`src/rtl/muldiv_seq_if.sv`:
```
// Pipeline-side interface of the multiply/divide sequencer.
// The master drives requests from execute; the slave returns handshake and HI/LO.
interface muldiv_seq_if #(
    parameter int WIDTH = 32
);
    logic             start;
    logic [5:0]       fncode;
    logic [WIDTH-1:0] op_a;
    logic [WIDTH-1:0] op_b;
    logic             flush;
    logic             hilo_read;
    logic             accept;
    logic             busy;
    logic             stall;
    logic             done;
    logic [WIDTH-1:0] hi;
    logic [WIDTH-1:0] lo;

    modport master (
        output start, fncode, op_a, op_b, flush, hilo_read,
        input  accept, busy, stall, done, hi, lo
    );

    modport slave (
        input  start, fncode, op_a, op_b, flush, hilo_read,
        output accept, busy, stall, done, hi, lo
    );
endinterface

```
`src/rtl/muldiv_seq.sv`:
```
// Iterative MULT/MULTU/DIV/DIVU sequencer owning the HI/LO registers.
// One shift-add or restoring-subtract step per cycle on a shared {acc,q} datapath.
module muldiv_seq #(
    parameter int WIDTH = 32
) (
    input  logic        clk,
    input  logic        reset_n,
    muldiv_seq_if.slave bus
);
    // state | meaning
    // IDLE  | waiting for a request; MTHI/MTLO are served here
    // RUN   | one mul/div step per cycle while count runs down to 0
    // FIXUP | sign correction of the magnitude result, HI/LO written on exit
    localparam logic [1:0] IDLE  = 2'd0;
    localparam logic [1:0] RUN   = 2'd1;
    localparam logic [1:0] FIXUP = 2'd2;

    localparam logic [5:0] FN_MTHI  = 6'h11;
    localparam logic [5:0] FN_MTLO  = 6'h13;
    localparam logic [5:0] FN_MULT  = 6'h18;
    localparam logic [5:0] FN_MULTU = 6'h19;
    localparam logic [5:0] FN_DIV   = 6'h1A;
    localparam logic [5:0] FN_DIVU  = 6'h1B;

    localparam int CW = (WIDTH > 1) ? $clog2(WIDTH) : 1;

    logic [1:0]       state;
    logic [WIDTH-1:0] acc;
    logic [WIDTH-1:0] q;
    logic [WIDTH-1:0] dvsr;
    logic [WIDTH-1:0] a_raw;
    logic [WIDTH-1:0] hi_r;
    logic [WIDTH-1:0] lo_r;
    logic [CW-1:0]    count;
    logic             neg_q;
    logic             neg_r;
    logic             is_div;
    logic             div0;
    logic             done_r;

    logic             op_md;
    logic             op_mt;
    logic             op_div;
    logic             op_sgn;
    logic             accept;
    logic             sa;
    logic             sb;
    logic [WIDTH-1:0] abs_a;
    logic [WIDTH-1:0] abs_b;

    logic [WIDTH:0]     add_sum;
    logic [WIDTH:0]     rem_sh;
    logic [WIDTH-1:0]   sub_diff;
    logic               sub_ok;
    logic [2*WIDTH-1:0] prod_fix;
    logic [WIDTH-1:0]   hi_next;
    logic [WIDTH-1:0]   lo_next;

    always_comb begin
        op_md  = 1'b0;
        op_mt  = 1'b0;
        op_div = 1'b0;
        op_sgn = 1'b0;
        case (bus.fncode)
            FN_MULT:  begin op_md = 1'b1; op_sgn = 1'b1; end
            FN_MULTU: begin op_md = 1'b1; end
            FN_DIV:   begin op_md = 1'b1; op_div = 1'b1; op_sgn = 1'b1; end
            FN_DIVU:  begin op_md = 1'b1; op_div = 1'b1; end
            FN_MTHI,
            FN_MTLO:  begin op_mt = 1'b1; end
            default:  ;
        endcase
    end

    // flush in IDLE suppresses any request presented in the same cycle
    assign accept = bus.start && (state == IDLE) && (op_md || op_mt) && !bus.flush;

    // magnitudes in WIDTH-bit unsigned form, so the most negative value maps to itself
    assign sa    = op_sgn & bus.op_a[WIDTH-1];
    assign sb    = op_sgn & bus.op_b[WIDTH-1];
    assign abs_a = sa ? -bus.op_a : bus.op_a;
    assign abs_b = sb ? -bus.op_b : bus.op_b;

    assign add_sum  = {1'b0, acc} + (q[0] ? {1'b0, dvsr} : '0);
    assign rem_sh   = {acc, q[WIDTH-1]};
    assign sub_ok   = (rem_sh >= {1'b0, dvsr});
    assign sub_diff = rem_sh[WIDTH-1:0] - dvsr;

    assign prod_fix = neg_q ? -{acc, q} : {acc, q};

    always_comb begin
        hi_next = prod_fix[2*WIDTH-1:WIDTH];
        lo_next = prod_fix[WIDTH-1:0];
        if (is_div) begin
            if (div0) begin
                hi_next = a_raw;
                lo_next = '1;
            end else begin
                hi_next = neg_r ? -acc : acc;
                lo_next = neg_q ? -q : q;
            end
        end
    end

    always_ff @(posedge clk or negedge reset_n) begin
        if (!reset_n) begin
            state  <= IDLE;
            acc    <= '0;
            q      <= '0;
            dvsr   <= '0;
            a_raw  <= '0;
            hi_r   <= '0;
            lo_r   <= '0;
            count  <= '0;
            neg_q  <= 1'b0;
            neg_r  <= 1'b0;
            is_div <= 1'b0;
            div0   <= 1'b0;
            done_r <= 1'b0;
        end else begin
            done_r <= 1'b0;
            case (state)
                IDLE: begin
                    if (accept) begin
                        if (op_mt) begin
                            if (bus.fncode == FN_MTHI) hi_r <= bus.op_a;
                            else                       lo_r <= bus.op_a;
                        end else begin
                            state  <= RUN;
                            acc    <= '0;
                            q      <= op_div ? abs_a : abs_b;
                            dvsr   <= op_div ? abs_b : abs_a;
                            a_raw  <= bus.op_a;
                            neg_q  <= sa ^ sb;
                            neg_r  <= sa;
                            is_div <= op_div;
                            div0   <= op_div && (bus.op_b == '0);
                            count  <= CW'(WIDTH - 1);
                        end
                    end
                end
                RUN: begin
                    if (bus.flush) begin
                        state <= IDLE;
                    end else begin
                        if (is_div) begin
                            acc <= sub_ok ? sub_diff : rem_sh[WIDTH-1:0];
                            q   <= {q[WIDTH-2:0], sub_ok};
                        end else begin
                            acc <= add_sum[WIDTH:1];
                            q   <= {add_sum[0], q[WIDTH-1:1]};
                        end
                        count <= count - CW'(1);
                        if (count == '0) state <= FIXUP;
                    end
                end
                FIXUP: begin
                    state <= IDLE;
                    if (!bus.flush) begin
                        hi_r   <= hi_next;
                        lo_r   <= lo_next;
                        done_r <= 1'b1;
                    end
                end
                default: state <= IDLE;
            endcase
        end
    end

    assign bus.accept = accept;
    assign bus.busy   = (state == RUN) || (state == FIXUP);
    assign bus.stall  = bus.hilo_read && bus.busy;
    assign bus.done   = done_r;
    assign bus.hi     = hi_r;
    assign bus.lo     = lo_r;
endmodule
```
`src/flat_wrapper.sv`:
```
// flat-port wrapper written by rule: the top's interface ports become plain ports
module muldiv_seq_flat 
#(
    parameter int WIDTH = 32
)
  (clk, reset_n, bus_start, bus_fncode, bus_op_a, bus_op_b, bus_flush, bus_hilo_read, bus_accept, bus_busy, bus_stall, bus_done, bus_hi, bus_lo);
  muldiv_seq_if #(.WIDTH(WIDTH)) bus_i ();
  input  logic clk;
  input  logic reset_n;
  input wire logic [$bits(bus_i.start)-1:0] bus_start;
  input wire logic [$bits(bus_i.fncode)-1:0] bus_fncode;
  input wire logic [$bits(bus_i.op_a)-1:0] bus_op_a;
  input wire logic [$bits(bus_i.op_b)-1:0] bus_op_b;
  input wire logic [$bits(bus_i.flush)-1:0] bus_flush;
  input wire logic [$bits(bus_i.hilo_read)-1:0] bus_hilo_read;
  output wire logic [$bits(bus_i.accept)-1:0] bus_accept;
  output wire logic [$bits(bus_i.busy)-1:0] bus_busy;
  output wire logic [$bits(bus_i.stall)-1:0] bus_stall;
  output wire logic [$bits(bus_i.done)-1:0] bus_done;
  output wire logic [$bits(bus_i.hi)-1:0] bus_hi;
  output wire logic [$bits(bus_i.lo)-1:0] bus_lo;
  assign bus_i.start = bus_start;
  assign bus_i.fncode = bus_fncode;
  assign bus_i.op_a = bus_op_a;
  assign bus_i.op_b = bus_op_b;
  assign bus_i.flush = bus_flush;
  assign bus_i.hilo_read = bus_hilo_read;
  assign bus_accept = bus_i.accept;
  assign bus_busy = bus_i.busy;
  assign bus_stall = bus_i.stall;
  assign bus_done = bus_i.done;
  assign bus_hi = bus_i.hi;
  assign bus_lo = bus_i.lo;
  muldiv_seq #(.WIDTH(WIDTH)) u_core (.clk(clk), .reset_n(reset_n), .bus(bus_i));
endmodule
```
`config.mk`:
```
export PLATFORM = sky130hd
export DESIGN_NAME = muldiv_seq_flat
export DESIGN_NICKNAME = d
export VERILOG_FILES = /design/src/rtl/muldiv_seq_if.sv /design/src/rtl/muldiv_seq.sv /design/src/flat_wrapper.sv
export SDC_FILE = /design/constraint.sdc
export NUM_CORES = 1
export LEC_CHECK = 0
export BUFFER_PORTS_ARGS = -buffer_cell sky130_fd_sc_hd__buf_2
export CORE_ASPECT_RATIO = 2
export CORE_MARGIN = 8
export CORE_UTILIZATION = 40
export DETAILED_ROUTE_END_ITERATION = 12
export PLACE_DENSITY = 0.67
export SYNTH_ARGS = -nofsm -noshare
export SYNTH_HDL_FRONTEND = slang
export SYNTH_SLANG_ARGS = --single-unit
```
`constraint.sdc`:
```
create_clock -name clk -period 5.2 [get_ports clk]
set_input_delay 0.52 -clock clk [delete_from_list [all_inputs] [get_ports clk]]
set_output_delay 0.52 -clock clk [all_outputs]
set_load 0.01 [all_outputs]
```
# == Word-level counts from Yosys, hierarchy flattened ==
# Cells that the tools add are included.
# classes
bitwise,4
mux,48
eq_ne,16
n_addsub,8
n_lt_le_gt_ge,1
reduce_logical,22
# op_table
operator,count
2-to-1 mux 32 bit,28
one-hot mux 32 bit (2 select lines),4
negation 32 bit,4
2-to-1 mux 64 bit,1
negation 64 bit,1
"equality test 6 x 5 -> 1 bit, second input constant",6
adder 32 x 33 -> 33 bit,1
greater-or-equal comparator 33 x 32 -> 1 bit,1
zero test 32 bit,1
subtractor 32 bit,1
2-to-1 mux 5 bit,3
"inequality test 2 bit, second input constant",6
one-hot mux 5 bit (2 select lines),1
AND reduction 5 bit,2
2-to-1 mux 2 bit,4
2-to-1 mux 1 bit,6
AND reduction 3 bit,2
OR reduction 2 bit,3
logical AND 1 bit,5
zero test 5 bit,1
"subtractor 5 x 1 -> 5 bit, second input constant",1
one-hot mux 2 bit (2 select lines),1
AND reduction 4 bit,1
nonzero test 2 bit,2
11 further kinds,13
# word_totals
elab_cells,112
inputBits,75
output_inout_bits,68
regBits,204

# == Logic depth before layout (Yosys ltp) ==
# logic_depth
word_depth,9
ltp_mapped,16
ltp_nobuf,14

# == Least setup slack after synthesis ==
# Ideal clock, no wire load.
# synth_path
path_type,register to register
startpoint,reg u_core.q[0]
endpoint,reg u_core.acc[31]
period_less_slack_ns,3.424
required_ns,5.078
setup_ns,0.122
slack_ns,1.776
arrival_ns,3.302
path_stages_with_launch,16
path_buffers,2
path_cell_list,dfrtp_1 clkbuf_1 inv_1 clkbuf_1 nor2_1 ha_1 nor2b_1 o21a_1 o21ai_0 a211o_1 a21oi_1 o31a_1 a41o_1 a31o_2 a31o_2 a32o_1
# synth_via
elab_chain_cells,5
# synth_rtl
element,line_no,text
"start, declared",muldiv_seq.sv:29,logic [WIDTH-1:0] q;
"start signal, assigned",muldiv_seq.sv:131,q <= op_div ? abs_a : abs_b;
"start signal, assigned",muldiv_seq.sv:148,"q <= {q[WIDTH-2:0], sub_ok};"
"start signal, assigned",muldiv_seq.sv:151,"q <= {add_sum[0], q[WIDTH-1:1]};"
2-to-1 mux 32 bit,muldiv_seq.sv:84,"assign add_sum = {1'b0, acc} + (q[0] ? {1'b0, dvsr} : '0);"
adder 32 x 33 -> 33 bit,muldiv_seq.sv:84,
2-to-1 mux 32 bit,muldiv_seq.sv:146,if (is_div) begin
2-to-1 mux 32 bit,muldiv_seq.sv:143,if (bus.flush) begin
one-hot mux 32 bit (2 select lines),muldiv_seq.sv:122,case (state)
"end signal, assigned",muldiv_seq.sv:147,acc <= sub_ok ? sub_diff : rem_sh[WIDTH-1:0];
"end signal, assigned",muldiv_seq.sv:150,acc <= add_sum[WIDTH:1];
"end, declared",muldiv_seq.sv:28,logic [WIDTH-1:0] acc;
# Every way passes these cells. The select of a mux whose other input is x is not followed.
# A chain may end at the register's enable or synchronous reset.

# == Worst setup path in the final report ==
# layout_path
startpoint,reg u_core.q[31]
endpoint,reg u_core.acc[26]
# layout_via
elab_chain_cells,5
word_cells_on_any_way,6
classes_between,1 x add/sub; 1 x order compare; 4 x mux
# layout_rtl
element,line_no
subtractor 32 bit or greater-or-equal comparator 33 x 32 -> 1 bit (tied branches),"muldiv_seq.sv:87, muldiv_seq.sv:86"
2-to-1 mux 32 bit (*),muldiv_seq.sv:147
2-to-1 mux 32 bit (*),muldiv_seq.sv:146
2-to-1 mux 32 bit (*),muldiv_seq.sv:143
one-hot mux 32 bit (2 select lines) (*),muldiv_seq.sv:122
# Mark *: on every way between the ends. The rest lies on a longest branch, timed or not. The select of a mux whose other input is x is not followed.

==> summary.txt <==
Status
  • Run status: complete, no violations

Route
  • Vias per Instance: 6.106
  • Via count: 17.23k
  • Detailed-route wire length: 69.88 mm
  • DRT Pass-1 Iters: 7
  • Iter 0 DRT Violations: 1,259
  • # DRC: 0
  • Wire per inst: 24.76 um
  • Final ANT Viol Nets: 0

Clock tree
  • Num CTS Buffers: 21
  • CTS tree: built
  • # H-tree levels: 1
  • Sink Count: 204
  • Clk slew on worst S/H paths: 0.07 ns
  • Clk root buf: clkbuf_16
  • Clk buf depth: 3
  • # Post-CTS Setup Buffers: 0
  • Clk_lat worst skew: 0.54 ns

Floorplanning
  • Core footprint: 0.04244 mm2
  • Initial core utilization: 0.4046
  • Die height: 309.0 um
  • Die X: 162.5 um
  • Row count: 107
  • Die area: 0.05022 mm2
  • Io pins: 143

Critical path
  • Beginning of the critical path: u_core.q[31]
  • R2r startpoint: u_core.q[31]
  • Req. time, crit path: 5.61 ns
  • Startpoint Class: flip-flop
  • Critical path arrival: 4.40 ns
  • CP Class: flip-flop to flip-flop
  • Critical Path Sink Type: flip-flop
  • Worst reg-to-reg setup slack: 1.21 ns
  • Critical Path Fanout Max: 5

Timing
  • Setup violations, final: 0
  • Hold Fails Final Rpt: 0
  • Setup total negative slack: 0 ns
  • Minimum clock period: 3.989 ns
  • Worst path setup slack after routing: 1.211 ns
  • Peak Freq: 0.2507 GHz
  • Final period utilization: 0.7671
  • RSZ-0062 raised after global routing: no
  • Hold slack: 0.2031 ns
  • Worst Tran Pin Value: 1.195 ns
  • Relative slew margins: 0.1947
  • Slew Limit Fails: 0
  • Clk_skew: 0.01766 ns

Yosys
  • Synth area leaders: dfrtp_1 30%, o21ai_0 7.7%, xnor2_1 6.8%, nand2_1 6.6%, ha_1 5.3%
  • Avg Cell Area, Syn: 7.728 um2
  • Register area share after synthesis: 0.2973
  • Netlist cell types: 76
  • Yosys warnings: 0
  • Prevailing post-synth register cell: dfrtp_1
  • Number of enable flip-flop cells after synthesis: 0
  • Mapped Area: 0.01717 mm2
  • Synthesized instance count: 2,222
  • Post-synth net total: 2,372
  • Yosys top cell area share: 0.2973
  • Cell with the most instances after synthesis: nand2_1
  • Synth async-reset ratio: 1.000
  • #FFs+latches synth: 204
  • Synth area leader: dfrtp_1
  • Synth top cells by count: 300 x nand2_1, 263 x o21ai_0, 208 x nor2_1, 204 x dfrtp_1, 161 x a21oi_1

Global route
  • Overflow left after global routing: 0
  • Vias in the first global route: 17.27k
  • Initial antenna violation count: 2
  • GRT Util Overall: 0.2733
  • Largest net degree at the start of global routing: 135
  • First-pass GRT wire length: 104.6 mm

Flow run
  • Max-cap check violation count: 0

Pwr
  • Cell leakage power: 8.344 nW
  • Max IR drop VDD: 222.9 uV
  • PD cells: 430.2 mW/mm2
  • Total Power: 8.174 mW

Place
  • Cell Area, Placed: 0.01825 mm2
  • Routability cong.: 1.021
  • Post-Place Setup Slack: 1.360 ns
  • Post-DP HPWL: 53.24 mm
  • Port Buffers: 142

Hold path
  • Worst min path class: input pin to flip-flop
  • Min-delay src: bus_flush

Layout
  • Layout cells sized above 1: 0.1244
  • Area Growth Syn to Fin: 10.66%
  • Layout fillers: 4,186
  • Final Cell Area: 0.01900 mm2
  • Nets: 2,411
==> worst paths after layout <==
path,endpoint,cells past startpoint
setup / recovery,u_core.acc[26],14
max in group asynchronous,u_core.q[14],3
hold reg to reg,u_core.bus.hi[1],2
min in group asynchronous,u_core.acc[23],2
hold / removal,u_core.bus.done,2
setup reg to reg,u_core.acc[26],14
==> per-stage QoR <==
step,util,std cells
finish,0.4477,2822
global route,0.4476,2820
CTS,0.4476,2820
detailed placement,0.4301,2782
global placement,0.4301,2782
floorplan,-,2222
==> kinds of logic after synthesis <==
logic type               count (synthesis)  synth area share
buffers and inverters                  231           0.05195
AO/OA/AOI/OAI                          697            0.2441
adder cells (fa/ha/maj)                 75           0.05552
flip-flops                             204            0.2973
multiplexers                            87           0.05392
AND/OR/NAND/NOR                        727            0.1947
XOR/XNOR                               201            0.1025
==> placed cells by master, fill, tap and decap left out, types with 43 or more instances in the layout <==
cell type / Yosys / layout
ha_1: 73 / 72
mux2_2: 44 / 44
dfrtp_1: 204 / 201
mux2i_1: 43 / 43
o21ai_0: 263 / 263
a21oi_1: 161 / 161
inv_1: 69 / 69
nand2_1: 300 / 297
buf_2: 7 / 141
nor2_1: 208 / 207
xor2_1: 67 / 67
xnor2_1: 134 / 134
==> sequential cells by signal, indices dropped and copies added (netlist names) <==
name / count
u_core.a_raw: 32
u_core.acc: 32
u_core.bus.done: 1
u_core.bus.hi: 32
u_core.bus.lo: 32
u_core.count: 5
u_core.div0: 1
u_core.dvsr: 32
u_core.is_div: 1
u_core.neg_q: 1
u_core.neg_r: 1
u_core.q: 32
u_core.state: 2
==> power by group <==
group / internal (mW) / leakage, nW / total (mW) / switching, mW
Combinational: 1.43 / 5.40 / 3.84 / 2.41
Sequential: 2.11 / 2.59 / 2.65 / 0.541
Clock: 0.989 / 0.349 / 1.69 / 0.698
Total: 4.53 / 8.34 / 8.17 / 3.65
==> routing by layer <==
metal	wire, um	part of all wire	GRT usage	vias to the layer above
li1	-	-	-	7969
met3	4385	0.063	0.03968	267
met5	0	0	0	-
met1	24070	0.34	0.2813	8204
met2	34030	0.49	0.4691	790
met4	7402	0.11	0.2563	0
==> what timing repair did <==
item | 4_1_cts | 5_1_grt
endpoints found under the hold margin | 14 | 0
hold buffers | 1 | 0
gates resized for setup | 0 | 0
==> worst max-delay path, stage by stage (launching register included) <==
cell	delay, ns
dfrtp_1	0.46
inv_1	0.12
ha_1	0.18
inv_1	0.06
fa_1	0.39
a21oi_1	0.21
nor3_1	0.10
nor4b_1	0.51
o31a_1	0.29
o2111ai_1	0.19
a32oi_1	0.31
nand2_1	0.16
or3_1	0.33
a41o_1	0.23
a221o_1	0.32
==> area by class of cell <==
class	count	area, um2	share of cell area
clock buffer	30	589.3	0.03101
tap	545	681.9	0.03589
antenna	2	5.005	0.0002634
clock inverter	7	143.9	0.007572
inverter	69	259.0	0.01363
timing repair buffer	178	1006	0.05294
multi-input combinational	1787	11210	0.5897
sequential	204	5111	0.2690
Power figures use the tool's default switching activity.
